`config.mk`:
```
export PLATFORM = sky130hd
export DESIGN_NAME = dm_write_dumper
export DESIGN_NICKNAME = d
export VERILOG_FILES = /design/src/rtl/dm_write_dumper.sv
export SDC_FILE = /design/constraint.sdc
export NUM_CORES = 2
export LEC_CHECK = 0
export CAP_MARGIN = 20
export CORE_MARGIN = 2
export CORE_UTILIZATION = 40
export CTS_CLUSTER_SIZE = 40
export DETAILED_ROUTE_END_ITERATION = 10
export GPL_TIMING_DRIVEN = 1
export SLEW_MARGIN = 40
export SYNTH_ARGS = -nofsm -noshare
export SYNTH_HDL_FRONTEND = slang
export SYNTH_SLANG_ARGS = --single-unit
```
`constraint.sdc`:
```
create_clock -name CLOCK_50 -period 4.71 [get_ports CLOCK_50]
set_input_delay 0.942 -clock CLOCK_50 [delete_from_list [all_inputs] [get_ports CLOCK_50]]
set_output_delay 0.942 -clock CLOCK_50 [all_outputs]
set_load 0.05 [all_outputs]
```
`src/rtl/dm_write_dumper.sv`:
```
// Shadow copy of the data-memory write port with per-word dirty bits; a rising edge on
// dump streams every dirty word, in ascending index order, over a valid/ready port.
module dm_write_dumper #(
    parameter int unsigned N     = 64,
    parameter int unsigned DEPTH = 64,
    localparam int unsigned IW   = $clog2(DEPTH)
) (
    input  logic          CLOCK_50,
    input  logic          reset,
    input  logic          DM_writeEnable,
    input  logic [N-1:0]  DM_addr,
    input  logic [N-1:0]  DM_writeData,
    input  logic          dump,
    output logic          out_valid,
    input  logic          out_ready,
    output logic [IW-1:0] out_index,
    output logic [N-1:0]  out_data,
    output logic          busy,
    output logic          done,
    output logic [15:0]   wr_count,
    output logic          err_misaligned,
    output logic          err_range,
    output logic          err_wr_busy
);

    typedef enum logic [1:0] {StIdle, StScan, StEmit, StDone} state_e;

    localparam logic [IW-1:0]  LastIdx = IW'(DEPTH - 1);
    localparam logic [N-4:0]   DepthW  = (N - 3)'(DEPTH);

    state_e           state_q, state_d;
    logic [IW-1:0]    idx_q, idx_d;
    logic             dump_q;
    logic [DEPTH-1:0] dirty_q;
    logic [N-1:0]     mem [DEPTH];
    logic [15:0]      wr_count_q;
    logic             err_misaligned_q, err_range_q, err_wr_busy_q;

    logic          is_idle;
    logic          aligned;
    logic          in_range;
    logic          accept;
    logic          dump_rise;
    logic [IW-1:0] wr_idx;

    assign is_idle   = (state_q == StIdle);
    assign aligned   = (DM_addr[2:0] == 3'b000);
    assign in_range  = (DM_addr[N-1:3] < DepthW);
    assign wr_idx    = DM_addr[IW+2:3];
    assign accept    = DM_writeEnable & is_idle & aligned & in_range;
    assign dump_rise = dump & ~dump_q;

    // Contents are deliberately not reset; only the dirty bits say what is valid.
    always_ff @(posedge CLOCK_50) begin
        if (accept) begin
            mem[wr_idx] <= DM_writeData;
        end
    end

    always_ff @(posedge CLOCK_50 or negedge reset) begin
        if (!reset) begin
            state_q          <= StIdle;
            idx_q            <= '0;
            dump_q           <= 1'b0;
            dirty_q          <= '0;
            wr_count_q       <= '0;
            err_misaligned_q <= 1'b0;
            err_range_q      <= 1'b0;
            err_wr_busy_q    <= 1'b0;
        end else begin
            state_q <= state_d;
            idx_q   <= idx_d;
            dump_q  <= dump;
            if (accept) begin
                dirty_q[wr_idx] <= 1'b1;
                if (wr_count_q != 16'hFFFF) begin
                    wr_count_q <= wr_count_q + 16'd1;
                end
            end
            if (DM_writeEnable && is_idle && !aligned) begin
                err_misaligned_q <= 1'b1;
            end
            if (DM_writeEnable && is_idle && !in_range) begin
                err_range_q <= 1'b1;
            end
            if (DM_writeEnable && !is_idle) begin
                err_wr_busy_q <= 1'b1;
            end
        end
    end

    always_comb begin
        state_d = state_q;
        idx_d   = idx_q;
        unique case (state_q)
            StIdle: begin
                if (dump_rise) begin
                    state_d = StScan;
                    idx_d   = '0;
                end
            end
            StScan: begin
                if (dirty_q[idx_q]) begin
                    state_d = StEmit;
                end else if (idx_q == LastIdx) begin
                    state_d = StDone;
                end else begin
                    idx_d = idx_q + IW'(1);
                end
            end
            StEmit: begin
                if (out_ready) begin
                    if (idx_q == LastIdx) begin
                        state_d = StDone;
                    end else begin
                        state_d = StScan;
                        idx_d   = idx_q + IW'(1);
                    end
                end
            end
            StDone: begin
                if (!dump) begin
                    state_d = StIdle;
                end
            end
            default: state_d = StIdle;
        endcase
    end

    // Outputs decode straight from state so a reset drops them without waiting for a clock.
    always_comb begin
        out_valid = (state_q == StEmit);
        out_index = out_valid ? idx_q : '0;
        out_data  = out_valid ? mem[idx_q] : '0;
        busy      = (state_q == StScan) || (state_q == StEmit);
        done      = (state_q == StDone);
    end

    assign wr_count       = wr_count_q;
    assign err_misaligned = err_misaligned_q;
    assign err_range      = err_range_q;
    assign err_wr_busy    = err_wr_busy_q;

endmodule

```
After elaboration in Yosys (flattened, before gate mapping):

Memories as Yosys holds them, arrays and structs flattened.
Index checks and enable logic that the tools add are counted.

* register bits: 92
* bits in latches: 0
* bits in writable memories: 4096
* bits in read-only memories: 0
* output and inout bits: 92
* word-level logic and storage cells: 66
* memories: 1

Memories
* mem: words 64, width 64, read ports 1, clocked after memory_dff 0, wr ports 1, line 35 `logic [N-1:0] mem [DEPTH];`

* $add $sub $neg: 2
* multiply operators: 0
* div/mod/pow operators: 0
* order comparisons: 4
* equal/unequal tests: 10
* shift operators: 0
* mux-type cells: 20
* bitwise operators: 6
* reduce and logical (&&, ||, !) cells: 15

Operator list (count)
* 64-bit 2-to-1 mux: 1
* 64-bit OR: 1
* 61-bit by 7-bit < comparator with 1-bit output, second input constant: 1
* 6-bit 2-to-1 mux: 5
* 6-bit case mux with 3 select lines: 1
* 16-bit by 1-bit adder with 16-bit output, second input constant: 1
* 16-bit inequality test, second input constant: 1
* 6-bit by 7-bit < comparator with 1-bit output, second input constant: 2
* 2-bit 2-to-1 mux: 6
* 2-bit case mux with 4 select lines: 1
* 4-bit AND reduction: 2
* 6-bit by 1-bit adder with 6-bit output, second input constant: 1
* 1-bit binary-select mux with 6-bit select: 1
* 1-bit demux with 6-bit select: 1
* 6-bit equality test, second input constant: 1
* 6-bit by 1-bit >= comparator with 1-bit output, second input constant: 1
* 1-bit logical AND: 5
* 1-bit bitwise AND: 4
* 2-bit equality test, second input constant: 2
* 1-bit 2-to-1 mux: 4
* 2-bit by 1-bit inequality test with 1-bit output, second input constant: 2
* 2-bit inequality test, second input constant: 2
* 1-bit zero test: 3
* 3-bit zero test: 1
* 7 further kinds: 7

Longest topological paths before layout:

* depth after elaboration: 6
* gate-level depth with buffers: 13
* depth with buffers taken out: 8

Worst setup path before layout:

No wires, ideal clock.

* kind: input port to flip-flop
* from: input port DM_addr[43]
* to: memory mem[60][0], enable pin
* arrival time: 5.260 ns
* path slack: -1.037 ns
* stages on the path: 7
* cells stage by stage: nor4_1 -> nand4_1 -> nor4_2 -> nand2_1 -> or4b_1 -> clkbuf_1 -> nor2_1

* cells in the longest elaborated chain, start to end: 4

RTL lines
* start: declaration: line 11 `input logic [N-1:0] DM_addr,`
* 61-bit by 7-bit < comparator with 1-bit output: line 48 `assign in_range = (DM_addr[N-1:3] < DepthW);`
* 1-bit bitwise AND: line 50 `assign accept = DM_writeEnable & is_idle & aligned & in_range;`
* 1-bit 2-to-1 mux: line 55 `if (accept) begin`
* 1-bit 2-to-1 mux (not written as such): line 56 `mem[wr_idx] <= DM_writeData;`
* end: declaration: line 35

No other way between the ends.

Worst setup path in the final report:

* from: register idx_q[0]
* to: output port out_data[20]

* cells in the longest elaborated chain, start to end: 2

RTL lines
* start: declaration: line 32 `logic [IW-1:0] idx_q, idx_d;`
* start signal: assignment: line 72 `idx_q <= idx_d;`
* memory read 64 x 64 bit
* 64-bit 2-to-1 mux: line 134 `out_data = out_valid ? mem[idx_q] : '0;`
* end: declaration: line 17 `output logic [N-1:0] out_data,`

No other way between the ends.

==> results.py <==
metrics = {
    "sta": {
        "skew_ps": 64.95,
        "tns_ps": -9272,
        "fin_worst_hold_slack_ps": 212.7,
        "post-route-period-util_pct": 106.8,
        "rsz0062_at_grt": "true",
        "hold_viol": 0,
        "finalCriticalPeriod_ps": 5032,
        "worst_slack_ps": -322.4,
        "worstMarginPinSlew_ps": 955.9,
        "slew_headroom_pct": 36.28,
        "max_freq_mhz": 198.7,
        "setup_viol": 59,
        "maxSlewViolCount": 0,
    },
    "yosys": {
        "synth-edff-count": 4096,
        "netlist_instances": 7225,
        "yosysMostFrequentCell": "edfxtp_1",
        "synth_top_area_share_pct": 76.60,
        "synth_seq_cells": 4188,
        "seq_area_frac_synth_pct": 78.04,
        "netlist_area_um2": 160600,
        "async_flop_share_pct": 2.197,
        "synthTopCellsByArea": "edfxtp_1, mux4_2, mux2i_1",
        "yosysUniqueCellTypes": 63,
        "synth_top_area_cell": "edfxtp_1",
        "yosys_warnings": 0,
        "synth-main-ff-cell": "edfxtp_1",
        "synthTopCellsByCount": "edfxtp_1, mux4_2, mux2i_1",
        "syn-num-nets": 7364,
        "synth_area_per_cell_um2": 22.22,
    },
    "setup_path": {
        "arrival_ps": 4090,
        "cp_common_cell": "mux4_2",
        "worstSetupEndpointType": "output pin",
        "worstSetupPathType": "register to output pin",
        "worstPathRequired_ps": 3770,
        "crit_chain": "buf_12 > buf_16 > buf_16 > buf_12 > mux4_2 > mux4_2 > mux4_2 > and2_4 > buf_6",
        "path_buf_inv": 5,
        "cp_slowest_cell": "mux4_2",
        "critPathMaxFanout": 8,
        "reg2reg_slack_ps": 570,
        "path_delay_family": "multiplexers",
        "cp-start-kind": "register",
        "slowest_delay_ps": 580,
    },
    "drt": {
        "routed_wl_um": 483800,
        "drc_errors": 0,
        "drt_iter0_drc": 11740,
        "ant_nets": 0,
        "vias_per_cell": 6.076,
        "wire_per_inst_um": 34.86,
        "vias": 84330,
        "first_pass_iters": 6,
    },
    "global_routing": {
        "grt_max_degree": 74,
        "grt_usage_pct": 23.38,
        "grt_pass1_wl_um": 670700,
        "antenna_found_initial": 21,
        "grt.overflow.total": 0,
        "grt_pass1_vias": 83930,
    },
    "clocking": {
        "clk_latency_ps": 990,
        "cts_sinks": 4188,
        "cts_tree": "done",
        "max-clock-path-buffers": 4,
        "clock-root-buffer": "clkbuf_16",
        "clkTransAtPathRegs_ps": 60,
        "htreeDepth": 5,
        "cts_made_buffers": 419,
    },
    "outcome": {
        "violations": "setup timing",
        "outcome": "complete, but fails checks",
    },
    "cells_and_area": {
        "fillers": 31720,
        "register_area_um2": 125300,
        "layout-drive-gt1-share_pct": 34.48,
        "area_growth_pct": 21.94,
        "final_area_um2": 195800,
        "nets": 8410,
        "multi_input_area_um2": 36070,
        "utilization_pct": 49.02,
    },
    "floorplanning": {
        "coreArea_um2": 399400,
        "start_util_pct": 40.20,
        "die_h_um": 637.6,
        "ios": 225,
        "fp.dieW_um": 637.6,
        "rows": 232,
        "dieArea_um2": 406500,
    },
    "pwr": {
        "total_power_mw": 109.2,
        "p_leak_nw": 61.59,
        "cellPowerDensity_nw_per_um2": 557.8,
        "ir_worst_vdd_mv": 0.5468,
    },
    "min_path": {
        "hold_path.class": "input pin to register",
    },
    "placement": {
        "gp_congestion": 0.8132,
        "post-dp-hpwl_um": 270500,
        "dpl-instance-area_um2": 175500,
        "port_buffers": 224,
    },
    "flow_run": {
        "cap_violations": 0,
    },
}
==> placed cells by master, fill, tap and decap left out, types with 20 or more instances in the layout <==
master           count
a211oi_1            20
a211oi_2            54
a21oi_1             83
a21oi_2             50
buf_12             311
buf_16              73
buf_2               47
buf_4              362
buf_6              102
buf_8               35
bufinv_16           26
clkbuf_1           102
clkbuf_16          433
clkdlybuf4s50_1     96
clkinv_1            98
clkinv_2            69
dfrtp_1             86
edfxtp_1          4096
mux2i_1            459
mux4_2             904
nand2_1             31
nor2_1              24
nor2_4              66
nor3_1              22
nor3_2              42
o21ai_0             67
o21ai_1             55
o221ai_1           134
o221ai_2            99
o22ai_1            116
o22ai_2             38
or2_1               38
or2_2               28
==> where the power goes <==
group | switching, mW | internal [mW] | leakage (nW) | total, mW
Clock | 14.1 | 18.0 | 6.37 | 32.1
Sequential | 0.153 | 40.9 | 38.0 | 41.1
Combinational | 19.8 | 16.2 | 17.2 | 36.0
==> repair_timing <==
action	CTS	global route
setup buffers	116	81
hold buffers	1	0
cloned	49	9
pin swaps	96	165
gates resized for setup	514	385
endpoints found under the hold margin	26	0
endpoints found under the setup margin	64	64
==> state kept, by name, indices dropped and copies added, names as in the netlist <==
signal and flops:
state_q 2, dirty_q 64, wr_count 16, err_misaligned 1, mem 4096, dump_q 1, err_range 1, err_wr_busy 1
idx_q 6
==> cell type report <==
class | instances | share of cell area, %
multi-input combinational | 2592 | 18.42
tap | 5265 | 3.365
clock buffer | 531 | 5.639
timing repair inverter | 1 | 0.004474
antenna | 2 | 0.002556
timing repair buffer | 1055 | 7.489
clock inverter | 230 | 1.027
sequential | 4188 | 64.01
inverter | 14 | 0.04090
==> cells by family after synthesis <==
| kind of cell | after synthesis | share of synthesized area, % |
|---|---|---|
| AOI/OAI and AO/OA | 817 | 3.490 |
| xor gates and xnor gates | 14 | 0.07637 |
| muxes | 1390 | 15.71 |
| adders and majority gates | 6 | 0.04675 |
| and+or+nand+nor | 365 | 1.152 |
| buffers and inverters | 445 | 1.483 |
| DFF | 4188 | 78.04 |
==> final timing paths <==
path / cells after the start / startpoint / to
min reg2reg: 1 / dirty_q[0] / dirty_q[0]
min: 1 / DM_writeData[63] / mem[35][63]
max: 9 / idx_q[0] / out_data[20]
min in group asynchronous: 2 / reset / wr_count[8]
max reg2reg: 11 / idx_q[0] / idx_q[1]
max in group asynchronous: 4 / reset / idx_q[0]
==> per-layer routing <==
metal | track usage, % | up-vias | share of wire [%]
met4 | 7.873 | 8 | 3.7
met1 | 32.81 | 45800 | 40
li1 | - | 33130 | -
met5 | 0 | - | 0.0099
met3 | 3.524 | 748 | 8.7
met2 | 37.58 | 4645 | 48
==> metrics by stage <==
step | std cells | setup slack, ps
6_report | 13880 | -322.4
5_1_grt | 13880 | -377.6
4_1_cts | 13810 | -392.9
3_5_place_dp | 12900 | 187.2
3_3_place_gp | 12890 | -27.19
2_1_floorplan | 7225 | -1037
(Power assumes the default switching activity.)
